==> src/rtl/fetch_unit_if.sv <==
// Instruction-memory fetch bus.
//   imem_req   : fetch request (fetch unit -> memory)
//   imem_addr  : fetch address (fetch unit -> memory)
//   imem_ready : response valid, imem_rdata valid this cycle (memory -> fetch unit)
//   imem_rdata : instruction word (memory -> fetch unit)
// master = fetch unit side, slave = memory side.
interface fetch_unit_if #(
  parameter int WIDTH = 32
);
  logic             imem_req;
  logic [WIDTH-1:0] imem_addr;
  logic             imem_ready;
  logic [WIDTH-1:0] imem_rdata;

  modport master (output imem_req, imem_addr, input imem_ready, imem_rdata);
  modport slave  (input imem_req, imem_addr, output imem_ready, imem_rdata);
endinterface

==> src/rtl/fetch_unit.sv <==
// Instruction-fetch stage: owns the PC, fetches over the imem handshake,
// holds the word in instr until downstream acks, then picks the next PC
// (jump > branch > sequential) and counts retired instructions.
// Ports:
//   clk, reset         : clock, synchronous active-low reset
//   imem               : fetch bus (master side)
//   instr, instr_valid : instruction register and its valid flag
//   instr_ack          : downstream finished the instruction in instr
//   branch_taken, branch_target, jump : next-PC controls, sampled at ack
//   pc, pcplus4        : current PC and pc+4
//   retired            : acknowledged-instruction counter (wraps)
// Jump target slicing assumes WIDTH >= 32.
module fetch_unit #(
  parameter int               WIDTH    = 32,
  parameter logic [WIDTH-1:0] RESET_PC = '0
) (
  input  logic             clk,
  input  logic             reset,
  fetch_unit_if.master     imem,
  output logic [WIDTH-1:0] instr,
  output logic             instr_valid,
  input  logic             instr_ack,
  input  logic             branch_taken,
  input  logic [WIDTH-1:0] branch_target,
  input  logic             jump,
  output logic [WIDTH-1:0] pc,
  output logic [WIDTH-1:0] pcplus4,
  output logic [31:0]      retired
);
  localparam logic [1:0] BOOT  = 2'd0;
  localparam logic [1:0] FETCH = 2'd1;
  localparam logic [1:0] HOLD  = 2'd2;

  localparam logic [WIDTH-1:0] ALIGN_MASK = ~{{(WIDTH-2){1'b0}}, 2'b11};

  logic [1:0]       state;
  logic [WIDTH-1:0] next_pc;

  assign pcplus4        = pc + WIDTH'(4);
  assign imem.imem_addr = pc;
  assign imem.imem_req  = (state == FETCH);
  assign instr_valid    = (state == HOLD);

  // Jump keeps the PC region bits of pc+4; branch targets are word-aligned
  // by dropping the low two bits.
  always_comb begin
    next_pc = pcplus4;
    if (jump)              next_pc = {pcplus4[WIDTH-1:28], instr[25:0], 2'b00};
    else if (branch_taken) next_pc = branch_target & ALIGN_MASK;
  end

  always_ff @(posedge clk) begin
    if (!reset) begin
      state   <= BOOT;
      pc      <= RESET_PC;
      instr   <= '0;
      retired <= '0;
    end else begin
      case (state)
        BOOT:  state <= FETCH;
        FETCH: if (imem.imem_ready) begin
          instr <= imem.imem_rdata;
          state <= HOLD;
        end
        HOLD:  if (instr_ack) begin
          pc      <= next_pc;
          retired <= retired + 32'd1;
          state   <= FETCH;
        end
        default: state <= BOOT;
      endcase
    end
  end
endmodule

==> src/flat_wrapper.sv <==
// flat-port wrapper written by rule: the top's interface ports become plain ports
module fetch_unit_flat 
#(
  parameter int               WIDTH    = 32,
  parameter logic [WIDTH-1:0] RESET_PC = '0
)
  (clk, reset, instr, instr_valid, instr_ack, branch_taken, branch_target, jump, pc, pcplus4, retired, imem_imem_req, imem_imem_addr, imem_imem_ready, imem_imem_rdata);
  fetch_unit_if #(.WIDTH(WIDTH)) imem_i ();
  input  logic clk;
  input  logic reset;
  output logic [WIDTH-1:0] instr;
  output logic instr_valid;
  input  logic instr_ack;
  input  logic branch_taken;
  input  logic [WIDTH-1:0] branch_target;
  input  logic jump;
  output logic [WIDTH-1:0] pc;
  output logic [WIDTH-1:0] pcplus4;
  output logic [31:0] retired;
  output wire logic [$bits(imem_i.imem_req)-1:0] imem_imem_req;
  output wire logic [$bits(imem_i.imem_addr)-1:0] imem_imem_addr;
  input wire logic [$bits(imem_i.imem_ready)-1:0] imem_imem_ready;
  input wire logic [$bits(imem_i.imem_rdata)-1:0] imem_imem_rdata;
  assign imem_imem_req = imem_i.imem_req;
  assign imem_imem_addr = imem_i.imem_addr;
  assign imem_i.imem_ready = imem_imem_ready;
  assign imem_i.imem_rdata = imem_imem_rdata;
  fetch_unit #(.WIDTH(WIDTH), .RESET_PC(RESET_PC)) u_core (.clk(clk), .reset(reset), .imem(imem_i), .instr(instr), .instr_valid(instr_valid), .instr_ack(instr_ack), .branch_taken(branch_taken), .branch_target(branch_target), .jump(jump), .pc(pc), .pcplus4(pcplus4), .retired(retired));
endmodule
==> config.mk <==
export PLATFORM = sky130hd
export DESIGN_NAME = fetch_unit_flat
export DESIGN_NICKNAME = d
export VERILOG_FILES = /design/src/rtl/fetch_unit_if.sv /design/src/rtl/fetch_unit.sv /design/src/flat_wrapper.sv
export SDC_FILE = /design/constraint.sdc
export NUM_CORES = 1
export LEC_CHECK = 0
export BUFFER_PORTS_ARGS = -buffer_cell sky130_fd_sc_hd__buf_2
export CORE_MARGIN = 2
export CORE_UTILIZATION = 40
export CTS_CLUSTER_DIAMETER = 80
export DETAILED_ROUTE_END_ITERATION = 7
export PLACE_DENSITY = 0.79
export RECOVER_POWER = 50
export SETUP_SLACK_MARGIN = 0.5
export SYNTH_ARGS = -nofsm -noshare
export SYNTH_HDL_FRONTEND = slang
export SYNTH_SLANG_ARGS = --single-unit
==> constraint.sdc <==
create_clock -name clk -period 2.7 [get_ports clk]
set_input_delay 0.135 -clock clk [delete_from_list [all_inputs] [get_ports clk]]
set_output_delay 0.135 -clock clk [all_outputs]
set_load 0.02 [all_outputs]
==> impl_metrics.env, run 1 <==
export IMPL_cp_required_ns=2.57
export IMPL_first_pass_iters=5
export IMPL_clkSlewWorstSetupHoldPaths_ns=0.07
export IMPL_critPathMaxFanout=5
export IMPL_fin_crit_ns=2.40
export IMPL_start_util_pct=41.2
export IMPL_synth_cell_types=67
export IMPL_io_pins=232
export IMPL_status="complete, no violations"
export IMPL_relSlewSlack_pct=33.3
export IMPL_synthMuxAreaShare_pct=0.841
export IMPL_core_area_mm2=0.0133
export IMPL_vias=5775
export IMPL_dpl_hpwl_mm=12.0
export IMPL_regArea_mm2=0.00197
export IMPL_grt_pass1_vias=5296
export IMPL_grt_usage_pct=23.3
export IMPL_clock_skew_ns=0.00681
export IMPL_fmax_mhz=416
export IMPL_num_nets_final=963
export IMPL_layout_commonest_cell="clkbuf_1"
export IMPL_synth_warnings=0
export IMPL_ant_nets=0
export IMPL_synth_edff_count=0
export IMPL_critical_path_max_stage_delay_ns=0.39
export IMPL_synth_area_per_cell_um2=7.80
export IMPL_gp_congestion=0.863
export IMPL_synth_simple_area_share_pct=28.2
export IMPL_layout_drive_gt1_share_pct=22.0
export IMPL_path_delay_family="simple AND/OR/NAND/NOR gates"
export IMPL_placementRows=42
export IMPL_slew_viol_final=0
export IMPL_tns_ns=0
export IMPL_arrival_ns=2.27
export IMPL_wl_per_cell_um=16.3
export IMPL_fin_crit_sh_pct=89.0
export IMPL_synth_xor_area_share_pct=9.23
export IMPL_setup_violations=0
export IMPL_cts_root_buf="clkbuf_16"
export IMPL_synth_top_family_by_area="simple AND/OR/NAND/NOR gates"
export IMPL_async_reset_ff_share_pct=0
export IMPL_cts_inserted_buffers=9
export IMPL_numPortBuffers=223
export IMPL_r2r_start="u_core.imem.imem_addr[2]$_SDFFE_PN0P_"
export IMPL_min_from="imem_imem_rdata[15]"
export IMPL_ys_seq_area_share_pct=34.9
export IMPL_grt_first_pass_wirelength_mm=27.4
export IMPL_layout_common_cells="clkbuf_1 (121), nand2_1 (106), buf_2 (96), dfxtp_1 (83), a21oi_1 (50)"
export IMPL_synthAdderAreaFrac_pct=0.455
export IMPL_area_growth_pct=27.2
export IMPL_synthFlopType="dfxtp_1"
export IMPL_syn_area_mm2=0.00550
export IMPL_clk_latency_ns=0.35
export IMPL_path_buf_inv=3
export IMPL_hp_class="input port to flop"
export IMPL_clkSinkCount=96
export IMPL_hold_buffers=0
export IMPL_die_area_mm2=0.0147
export IMPL_p_leak_nw=2.75
export IMPL_hold_ws_ns=0.0208
export IMPL_die_w_um=121
export IMPL_p_per_area_mw_per_mm2=445
export IMPL_totalWireLength_mm=17.6
export IMPL_antenna_found_initial=4
export IMPL_rsz0062_at_grt="true"
export IMPL_crit_type="flop to output port"
export IMPL_grt_overflow_total=0
export IMPL_drt_iter0_markers=521
export IMPL_cts_buffer_depth=2
export IMPL_vias_per_cell=5.37
export IMPL_cts_tree="built"
export IMPL_irDropWorstVdd_v=0.000340
export IMPL_die_h_um=121
export IMPL_synthCells=705
export IMPL_drt_drc_violations_left=0
export IMPL_grt_max_degree=48
export IMPL_hold_viol=0
export IMPL_ys_ff_latch=96
export IMPL_startpoint="u_core.imem.imem_addr[2]$_SDFFE_PN0P_"
export IMPL_tightestPinTransition_ns=1.00
export IMPL_cp_end_kind="output port"
export IMPL_synth_compound_area_share_pct=16.7
export IMPL_multi_input_area_mm2=0.00320
export IMPL_cp_start_kind="flop"
export IMPL_cp_slowest_cell="dfxtp_1"
export IMPL_cap_violations=0
export IMPL_cts_max_level=3
export IMPL_worstPathCellList="clkbuf_1 > nand4_1 > nor4_4 > buf_6 > and3_1 > xor2_1 > buf_4"
export IMPL_num_fill_cells=1347
==> through the flow <==
step	instance area [µm²]	cells	util (%)	setup slack, ns	total power, mW
global route	7000	1075	52.4	0.212	3.22
CTS	7040	1068	52.8	0.468	3.14
detailed placement	6520	1035	48.8	0.501	1.86
floorplan	5540	710	-	0.512	1.72
global placement	6520	1035	48.8	0.540	1.85
finish	7000	1076	52.4	0.297	3.11
==> power by group <==
group | switching [mW] | internal (mW)
Combinational | 0.222 | 0.116
Clock | 0.582 | 0.720
Sequential | 0.0376 | 1.44
==> kinds of logic (layout without fill, tap and decap cells) <==
logic type / Yosys count / count (layout)
AND/OR/NAND/NOR: 301 / 301
AO/OA/AOI/OAI: 143 / 143
buffers and inverters: 100 / 286
flip-flops: 96 / 96
XOR/XNOR: 58 / 58
multiplexers: 4 / 4
adder cells (fa/ha/maj): 2 / 2
other: 1 / 10
==> final cells by class <==
type,instances,area share [%]
diodes,4,0.143
clock buffers,11,3.33
clock inverters,5,0.805
inverters,10,0.536
multi-input cells,514,45.7
flip-flops and latches,96,28.1
well taps,176,3.15
repair buffers,260,18.3
==> path summary, 6_finish.rpt <==
check	endpoint	slack, ns	cells past startpoint
max	pcplus4[23]	0.30	7
min	u_core.instr[15]$_SDFFE_PN0P_	0.02	3
max reg2reg	u_core.imem.imem_addr[29]$_SDFFE_PN0P_	0.44	8
min reg2reg	u_core.instr[26]$_SDFFE_PN0P_	0.46	2
==> worst min-delay path, cell delays in order <==
cell     delay [ns]
buf_2          0.09
nand2_1        0.04
a21oi_1        0.05
==> per-layer routing <==
| layer | track usage (%) | up-vias | routed length (µm) |
|---|---|---|---|
| met1 | 30.9 | 2658 | 7690 |
| met3 | 5.73 | 38 | 1390 |
| met2 | 36.4 | 278 | 8000 |
| li1 | - | 2801 | - |
| met5 | 0 | - | 0 |
| met4 | 9.48 | 0 | 471 |
==> cells in the mapped netlist (all sizes together) (4+ instances only) <==
master   count  area share [%]
a21boi       5            0.68
and2        27             3.1
o2bb2ai      5            0.80
inv         10            0.68
buf         43             5.7
nor2b        6            0.68
nand2      107             7.3
a21oi       50             4.5
xor2        23             3.7
xnor2       35             5.6
a22oi       12             1.6
o31a         4            0.64
o21ai       27             2.5
dfxtp       96              35
a222oi       4            0.73
and3        15             1.7
nand4b       5            0.80
o21a         4            0.55
and4         7             1.1
nor4         6             1.1
a31oi        8            0.91
nor3         7            0.73
clkbuf      47             3.2
nor2        42             2.9
nand4       25             3.0
nand3       36             3.4
==> registers in the layout, summed over array words and instances, names as in the netlist <==
name                   count
u_core.imem.imem_addr     30
u_core.instr              32
u_core.state               2
u_core.retired            32
==> repair_timing <==
action | CTS | global route
resized for setup | 42 | 22
cloned | 1 | 0
pin swaps | 5 | 8
setup endpoints to repair | 18 | 21
setup buffers | 16 | 4
(Power assumes the default switching activity.)
==> run 2: changes to the inputs <==
- clock period: 2.7 -> 2.9 ns (I/O delays scaled with it)
==> run 2 against run 1 <==
Against the previous run: the run now ends with capacitance limit, slew limit left; register-to-register slack improved by 0.22 ns; sequential power shrank 6%; first-iteration DRC count shrank 2.9%; die area unchanged; combinational power is 8.0% lower; non-clock buffer count shrank 16; largest power group unchanged; largest cell class unchanged.
==> impl_metrics.env, run 2 (synthesized netlist as in run 1, its figures left out) <==
export IMPL_vias_per_cell=5.49
export IMPL_grt_pass1_vias=5182
export IMPL_clk_latency_ns=0.35
export IMPL_vias=5790
export IMPL_die_w_um=121
export IMPL_crit_type="flop to output port"
export IMPL_status="finished with violations"
export IMPL_cp_start_kind="flop"
export IMPL_wl_per_cell_um=16.2
export IMPL_regArea_mm2=0.00193
export IMPL_p_per_area_mw_per_mm2=436
export IMPL_cts_buffer_depth=2
export IMPL_ant_nets=0
export IMPL_critical_path_max_stage_delay_ns=0.53
export IMPL_antenna_found_initial=1
export IMPL_totalWireLength_mm=17.1
export IMPL_fin_crit_ns=2.44
export IMPL_cp_required_ns=2.76
export IMPL_layout_commonest_cell="clkbuf_1"
export IMPL_holdPathStages=3
export IMPL_numPortBuffers=223
export IMPL_dpl_hpwl_mm=12.1
export IMPL_clkSlewWorstSetupHoldPaths_ns=0.07
export IMPL_r2r_start="u_core.imem.imem_addr[2]$_SDFFE_PN0P_"
export IMPL_cts_root_buf="clkbuf_16"
export IMPL_r2r_end="u_core.imem.imem_addr[22]$_SDFFE_PN0P_"
export IMPL_tns_ns=0
export IMPL_min_from="imem_imem_rdata[20]"
export IMPL_clock_skew_ns=0.0102
export IMPL_num_nets_final=947
export IMPL_hp_class="input port to flop"
export IMPL_grt_first_pass_wirelength_mm=26.8
export IMPL_core_area_mm2=0.0133
export IMPL_violations="capacitance limit, slew limit"
export IMPL_layout_drive_gt1_share_pct=18.7
export IMPL_slew_viol_final=48
export IMPL_grt_max_degree=48
export IMPL_area_growth_pct=22.7
export IMPL_worstPathCellList="ha_1 > nand3_1 > or4_4 > buf_4 > xnor2_1 > buf_2"
export IMPL_first_pass_iters=7
export IMPL_fmax_mhz=410
export IMPL_die_h_um=121
export IMPL_io_pins=232
export IMPL_drt_iter0_markers=506
export IMPL_p_leak_nw=2.64
export IMPL_grt_usage_pct=22.8
export IMPL_reg2reg_slack_ns=0.66
export IMPL_cts_tree="built"
export IMPL_cts_max_level=3
export IMPL_total_power_mw=2.94
export IMPL_antenna_cells=0
export IMPL_irDropWorstVdd_v=0.000222
export IMPL_post_route_cell_area_mm2=0.00675
export IMPL_start_util_pct=41.2
export IMPL_arrival_ns=2.30
export IMPL_relSlewSlack_pct=-39.5
export IMPL_cp_slowest_cell="dfxtp_1"
export IMPL_r2r_cells=6
export IMPL_hold_viol=0
export IMPL_cp_end_kind="output port"
export IMPL_num_fill_cells=1404
export IMPL_rsz0062_at_grt="true"
export IMPL_tightestPinTransition_ns=2.09
export IMPL_layout_cells_non_filler=1055
export IMPL_critPathMaxFanout=9
export IMPL_hold_buffers=0
export IMPL_gp_congestion=0.910
export IMPL_placementRows=42
export IMPL_fin_crit_sh_pct=84.2
export IMPL_multi_input_area_mm2=0.00312
export IMPL_place_area_mm2=0.00648
export IMPL_die_area_mm2=0.0147
export IMPL_cap_violations=1
export IMPL_dp_cells=1033
export IMPL_layout_common_cells="clkbuf_1 (118), nand2_1 (106), buf_2 (104), dfxtp_1 (93), a21oi_1 (50)"
export IMPL_drt_drc_violations_left=0
export IMPL_cts_inserted_buffers=9
export IMPL_final_util_pct=50.6
export IMPL_clkSinkCount=96
export IMPL_grt_overflow_total=0
export IMPL_hold_path_end="u_core.instr[20]$_SDFFE_PN0P_"
export IMPL_setup_violations=0
[run 2: critical path, delay by kind of cell (launching register included)]
kind / cells / cell delay [ns]
xor+xnor: 1 / 0.11
simple gates: 2 / 0.70
fa+ha+maj: 1 / 0.25
buf+inv: 2 / 0.35
flops: 1 / 0.53
[run 2: metal layers]
layer  up-vias  routed length, µm  part of all wire (%)  GRT usage, %
li1       2768                  -                     -             -
met1      2693               7270                    42          30.6
met2       292               7920                    46          35.6
met3        35               1480                   8.6          5.45
met4         2                446                   2.6          8.76
met5         -                 13                 0.076             0
[run 2: worst max path at each step]
stage                                                       from                                     end  slack (ns)  cells past startpoint
after global routing       u_core.imem.imem_addr[2]$_SDFFE_PN0P_                             pcplus4[22]        0.31                      6
after CTS                 u_core.imem.imem_addr[12]$_SDFFE_PN0P_                             pcplus4[22]        0.50                      7
after detailed placement   u_core.imem.imem_addr[5]$_SDFFE_PN0P_  u_core.imem.imem_addr[29]$_SDFFE_PN0P_        0.62                      5
after floorplan           u_core.imem.imem_addr[10]$_SDFFE_PN0P_                             pcplus4[24]        0.65                      7
final                      u_core.imem.imem_addr[2]$_SDFFE_PN0P_                             pcplus4[18]        0.46                      6
after global placement     u_core.imem.imem_addr[5]$_SDFFE_PN0P_  u_core.imem.imem_addr[29]$_SDFFE_PN0P_        0.61                      5
[run 2: layout make-up]
type                    count  share of cell area [%]
multi-input cells         514                    46.2
flip-flops and latches     96                    28.6
repair buffers            244                    16.8
clock buffers              11                    3.74
well taps                 176                    3.26
clock inverters             4                   0.778
inverters                  10                   0.556
[run 2: stage by stage]
step	setup slack, ns	hold WS (ns)
final	0.459	0.0288
after global routing	0.311	0.0295
after CTS	0.501	0.0191
after detailed placement	0.616	0.389
after global placement	0.610	0.387
after floorplan	0.652	0.281
[run 2: what timing repair did]
| item | CTS | global route |
|---|---|---|
| gates cloned | 0 | 0 |
| resized for setup | 10 | 17 |
| pin swaps | 2 | 1 |
| setup endpoints to repair | 11 | 14 |
| buffers inserted | 3 | 4 |
[run 2: power by group]
group,internal [mW],switching (mW)
sequential,1.34,0.0360
clock,0.715,0.537
combinational,0.106,0.205
total,2.17,0.778
